File: src/rtl/mem_port_arbiter_pkg.sv
// Shared types and constants for the IF/MEM single-port memory arbiter.
package mem_port_arbiter_pkg;

    typedef enum logic [1:0] {
        IDLE   = 2'd0,
        BUSY_I = 2'd1,
        BUSY_D = 2'd2,
        DONE   = 2'd3
    } arb_state_t;

    localparam logic GRANT_IF  = 1'b0;
    localparam logic GRANT_MEM = 1'b1;

    localparam int AW_DEFAULT = 32;
    localparam int DW_DEFAULT = 32;

    // Counter width able to hold LATENCY-1; never narrower than one bit.
    function automatic int cnt_width(input int latency);
        return (latency > 1) ? $clog2(latency) : 1;
    endfunction

endpackage

File: src/rtl/mem_lat_counter.sv
// Loadable down-counter timing one memory access; zero flags the final access cycle.
module mem_lat_counter #(
    parameter int W = 1
) (
    input  logic         clk,
    input  logic         reset,
    input  logic         load,
    input  logic [W-1:0] load_val,
    input  logic         dec,
    output logic         zero
);

    logic [W-1:0] count;

    always_ff @(posedge clk) begin
        if (reset) begin
            count <= '0;
        end else if (load) begin
            count <= load_val;
        end else if (dec && (count != '0)) begin
            count <= count - W'(1);
        end
    end

    assign zero = (count == '0);

endmodule

File: src/rtl/mem_port_arbiter.sv
// Arbitrates one single-port unified memory between fetch (IF) and load/store (MEM),
// holding the granted request on the port for LATENCY cycles and pulsing done after.
//
// state  | meaning
// IDLE   | no access in progress; arbitrate pending requests
// BUSY_I | fetch access driving the memory port
// BUSY_D | data access driving the memory port
// DONE   | done pulse for the granted requester; port idle
module mem_port_arbiter
    import mem_port_arbiter_pkg::*;
#(
    parameter int LATENCY = 2,
    parameter int AW      = AW_DEFAULT,
    parameter int DW      = DW_DEFAULT
) (
    input  logic          clk,
    input  logic          reset,
    input  logic          if_req,
    input  logic [AW-1:0] if_addr,
    output logic [DW-1:0] if_rdata,
    output logic          if_done,
    input  logic          mem_req,
    input  logic          mem_we,
    input  logic [AW-1:0] mem_addr,
    input  logic [DW-1:0] mem_wdata,
    output logic [DW-1:0] mem_rdata,
    output logic          mem_done,
    output logic          ram_en,
    output logic          ram_we,
    output logic [AW-1:0] ram_addr,
    output logic [DW-1:0] ram_wdata,
    input  logic [DW-1:0] ram_rdata,
    output logic          pipe_stall
);

    localparam int             CW       = cnt_width(LATENCY);
    localparam logic [CW-1:0]  CNT_INIT = CW'(LATENCY - 1);

    arb_state_t    state;
    arb_state_t    state_nxt;
    logic          last_grant;
    logic          grant_i;
    logic          grant_d;
    logic          cnt_zero;
    logic          busy;
    logic [AW-1:0] lat_addr;
    logic [DW-1:0] lat_wdata;
    logic          lat_we;
    logic [DW-1:0] if_rdata_q;
    logic [DW-1:0] mem_rdata_q;

    mem_lat_counter #(
        .W(CW)
    ) u_lat_cnt (
        .clk      (clk),
        .reset    (reset),
        .load     (grant_i | grant_d),
        .load_val (CNT_INIT),
        .dec      (busy),
        .zero     (cnt_zero)
    );

    always_ff @(posedge clk) begin
        if (reset) begin
            state <= IDLE;
        end else begin
            state <= state_nxt;
        end
    end

    // On a tie the requester not served last wins; last_grant resets to IF so D wins first.
    always_comb begin
        state_nxt = state;
        grant_i   = 1'b0;
        grant_d   = 1'b0;
        case (state)
            IDLE: begin
                if (mem_req && (!if_req || (last_grant == GRANT_IF))) begin
                    grant_d   = 1'b1;
                    state_nxt = BUSY_D;
                end else if (if_req) begin
                    grant_i   = 1'b1;
                    state_nxt = BUSY_I;
                end
            end
            BUSY_I, BUSY_D: begin
                if (cnt_zero) begin
                    state_nxt = DONE;
                end
            end
            DONE:    state_nxt = IDLE;
            default: state_nxt = IDLE;
        endcase
    end

    always_comb begin
        busy      = (state == BUSY_I) || (state == BUSY_D);
        ram_en    = busy;
        ram_we    = busy & lat_we;
        ram_addr  = busy ? lat_addr  : '0;
        ram_wdata = busy ? lat_wdata : '0;
        if_done   = (state == DONE) && (last_grant == GRANT_IF);
        mem_done  = (state == DONE) && (last_grant == GRANT_MEM);
        if_rdata  = if_rdata_q;
        mem_rdata = mem_rdata_q;
    end

    always_ff @(posedge clk) begin
        if (reset) begin
            last_grant  <= GRANT_IF;
            lat_addr    <= '0;
            lat_wdata   <= '0;
            lat_we      <= 1'b0;
            if_rdata_q  <= '0;
            mem_rdata_q <= '0;
        end else begin
            if (grant_d) begin
                last_grant <= GRANT_MEM;
                lat_addr   <= mem_addr;
                lat_wdata  <= mem_wdata;
                lat_we     <= mem_we;
            end else if (grant_i) begin
                last_grant <= GRANT_IF;
                lat_addr   <= if_addr;
                lat_wdata  <= '0;
                lat_we     <= 1'b0;
            end
            if ((state == BUSY_I) && cnt_zero) begin
                if_rdata_q <= ram_rdata;
            end
            if ((state == BUSY_D) && cnt_zero) begin
                mem_rdata_q <= ram_rdata;
            end
        end
    end

    assign pipe_stall = (if_req & ~if_done) | (mem_req & ~mem_done);

endmodule

File: config.mk
export PLATFORM = sky130hd
export DESIGN_NAME = mem_port_arbiter
export DESIGN_NICKNAME = d
export VERILOG_FILES = /design/src/rtl/mem_port_arbiter_pkg.sv /design/src/rtl/mem_lat_counter.sv /design/src/rtl/mem_port_arbiter.sv
export SDC_FILE = /design/constraint.sdc
export NUM_CORES = 1
export LEC_CHECK = 0
export CAP_MARGIN = 20
export CORE_MARGIN = 4
export CORE_UTILIZATION = 28
export CTS_BUF_LIST = sky130_fd_sc_hd__clkbuf_8
export DETAILED_ROUTE_END_ITERATION = 10
export GPL_ROUTABILITY_DRIVEN = 0
export PLACE_DENSITY = 0.72
export SLEW_MARGIN = 20
export SYNTH_ARGS = -nofsm -noshare
export SYNTH_HDL_FRONTEND = slang
export SYNTH_HIERARCHICAL = 1
export SYNTH_SLANG_ARGS = --single-unit
File: constraint.sdc
create_clock -name clk -period 1.63 [get_ports clk]
set_clock_uncertainty 0.2 [all_clocks]
set_input_delay 0.163 -clock clk [delete_from_list [all_inputs] [get_ports clk]]
set_output_delay 0.163 -clock clk [all_outputs]
set_load 0.005 [all_outputs]
==> flow_summary.json <==
{
  "status": "finished, violations left",
  "violations": "negative setup slack",
  "cp_max_fo": 8,
  "crit_chain": "inv_2, ha_4, buf_12, buf_12, buf_6, and2_4, buf_6",
  "drive_above_1_share": 0.3411,
  "grt_pass1_vias": 5692,
  "cts.reportedPaths.clkPinSlew_ns": 0.08,
  "timing.max_cap.violations": 0,
  "cts_sinks": 133,
  "cts_buffer_depth": 2,
  "final_common_cell": "clkdlybuf4s50_1",
  "vias_per_cell": 4.851,
  "worstSetupPathDepth": 7,
  "port_buffers": 265,
  "core_mm2": 0.01959,
  "clk_latency_ns": 0.42,
  "rr_worst_depth": 8,
  "synth_nets": 788,
  "fin_area_mm2": 0.01018,
  "holdWs_ns": 0.08329,
  "antenna_found_initial": 0,
  "syn_area_per_cell_um2": 8.632,
  "final_cell_mix": "clkdlybuf4s50_1 (131), dfxtp_1 (129), nand2_1 (120), dlygate4sd2_1 (64), buf_6 (64)",
  "nets": 1077,
  "critPathMaxStageDelay_ns": 0.36,
  "end_kind": "output port",
  "cp_data_arrival_time_ns": 1.76,
  "seq_area_frac_synth": 0.4738,
  "routed_wirelength_mm": 22.13,
  "critPathBufInv": 5,
  "ios": 266,
  "grt_pass1_wl_mm": 30.29,
  "hp-start": "mem_addr[14]",
  "multi_input_comb_area_mm2": 0.003139,
  "die_area_mm2": 0.02240,
  "peakVddDrop_v": 0.0006837,
  "fin_total_pwr_w": 0.01659,
  "dpl-instance-area_mm2": 0.008748,
  "period_share": 1.305,
  "yosysWarnings": 6,
  "fp-row-count": 51,
  "grt_max_degree": 44,
  "yosys.cell_types.count": 29,
  "powerDensity_mw_per_mm2": 1629,
  "die_y_um": 149.7,
  "min_to": "lat_addr[14]$_SDFFE_PP0P_",
  "worstReg2RegEnd": "state[0]$_SDFFE_PP0P_",
  "dr.first_iter.drc_count": 189,
  "wl_per_cell_um": 18.21,
  "synthToLayoutAreaGrowth_pct": 81.25,
  "grt_overflow": 0,
  "vias": 5894,
  "cp.required_ns": 1.27,
  "rsz0062_at_grt": "yes",
  "start_util": 0.2868,
  "cts_root_buffer": "clkbuf_8",
  "hold_violations": 0,
  "dp_hpwl_mm": 13.11,
  "synth_area_mm2": 0.005619,
  "cp-start-kind": "flip-flop",
  "first_pass_iters": 6,
  "crit_slowest_cell": "dfxtp_2",
  "final.fill_count": 1801,
  "remaining_drc_errors": 0,
  "fmax_ghz": 0.4703,
  "ant_nets": 0,
  "globalRouteTotalUtil": 0.1689,
  "crit_family": "buffers and inverters",
  "maxSlewViolCount": 0,
  "num_antenna_cells": 0,
  "netlist_instances": 651,
  "crit_start": "state[1]$_SDFFE_PP0P_",
  "cts_buffers": 17,
  "htreeDepth": 4,
  "setup_viol": 74,
  "regArea_mm2": 0.002668,
  "static-leakage-power_nw": 4.255,
  "die_x_um": 149.7,
  "cts_tree": "built",
  "crit_type": "reg -> out",
  "synth_seq_cells": 133,
  "final.setup.worst_slack_ns": -0.4965,
  "r2r_start": "state[1]$_SDFFE_PP0P_",
  "whs_path_depth": 3,
  "regToRegSetupSlack_ns": -0.22,
  "hold_path_class": "in -> reg",
  "period_minus_slack_ns": 2.127
}
[synth_stat cells, drive strengths merged]
master,count,area (um^2)
a211o,1,8.760
a211oi,32,390.4
a21boi,1,7.510
a21oi,65,325.3
a22oi,1,7.510
a32oi,34,297.8
and2,70,440.4
buf,27,157.6
clkbuf,33,125.1
conb,1,3.750
dfxtp,133,2663
ha,4,50.05
inv,40,150.1
mux2i,1,10.01
nand2,133,499.2
nand3b,1,7.510
nor2,35,131.4
nor2b,2,12.51
o21a,2,15.01
o21ai,1,8.760
o221a,1,11.26
o32ai,32,280.3
o41ai,1,16.27
[cells by family after synthesis]
| group | count (synthesis) | share of synthesized area |
|---|---|---|
| AND/OR/NAND/NOR | 241 | 0.1942 |
| AO/OA/AOI/OAI | 171 | 0.2436 |
| flip-flops | 133 | 0.4738 |
| buffers and inverters | 100 | 0.07704 |
| adder cells (fa/ha/maj) | 4 | 0.008907 |
| multiplexers | 1 | 0.001781 |
| other | 1 | 0.0006674 |
[stage by stage]
stage | setup TNS [ns] | instances | setup slack [ns] | util
2_1_floorplan | -0.7597 | 651 | -0.02559 | -
3_3_place_gp | -39.82 | 1154 | -0.4474 | 0.4466
3_5_place_dp | -38.92 | 1154 | -0.4057 | 0.4466
4_1_cts | -30.30 | 1201 | -0.5326 | 0.4696
5_1_grt | -33.83 | 1215 | -0.5676 | 0.5199
6_report | -27.60 | 1215 | -0.4965 | 0.5199
[how the worst max path moves through the flow]
stage,to,slack (ns)
2_1_floorplan,lat_addr[10]$_SDFFE_PP0P_,-0.03
6_report,ram_wdata[28],-0.50
3_5_place_dp,pipe_stall,-0.41
3_3_place_gp,pipe_stall,-0.45
5_1_grt,ram_wdata[29],-0.57
4_1_cts,ram_wdata[3],-0.53
[sequential cells by signal, indices dropped and copies added (netlist names)]
signal / count
if_rdata: 32
state: 2
lat_addr: 32
mem_rdata: 32
u_lat_cnt/count: 1
lat_we: 1
lat_wdata: 32
last_grant: 1
[layer usage]
metal | GRT usage | vias up | share of wire
li1 | - | 2807 | -
met1 | 0.2071 | 2835 | 0.41
met2 | 0.2792 | 210 | 0.49
met3 | 0.05118 | 42 | 0.068
met4 | 0.06450 | 0 | 0.025
met5 | 0 | - | 0
[where the power goes]
| part | switching (W) | total [W] | internal [W] |
|---|---|---|---|
| registers | 0.000459 | 0.00452 | 0.00406 |
| clock network | 0.00129 | 0.00254 | 0.00125 |
| logic | 0.00425 | 0.00954 | 0.00529 |
[tightest hold or removal path: stages]
cell and delay (ns):
clkdlybuf4s50_1 0.39, inv_1 0.06, a211oi_2 0.05
[cell type report]
cell class              instances  area share
inverters                      40     0.01474
clock inverters                10    0.008477
flip-flops and latches        133      0.2619
well taps                     265     0.03256
clock buffers                  19     0.02568
multi-input cells             419      0.3082
repair buffers                329      0.3484
[timing repair]
action / 4_1_cts / 5_1_grt
resized for setup: 377 / 162
setup endpoints to repair: 199 / 192
hold buffers: 1 / 0
pin swaps: 31 / 44
gates cloned: 4 / 11
endpoints found under the hold margin: 17 / 0
setup buffers: 13 / 5
(Power assumes the default switching activity.)
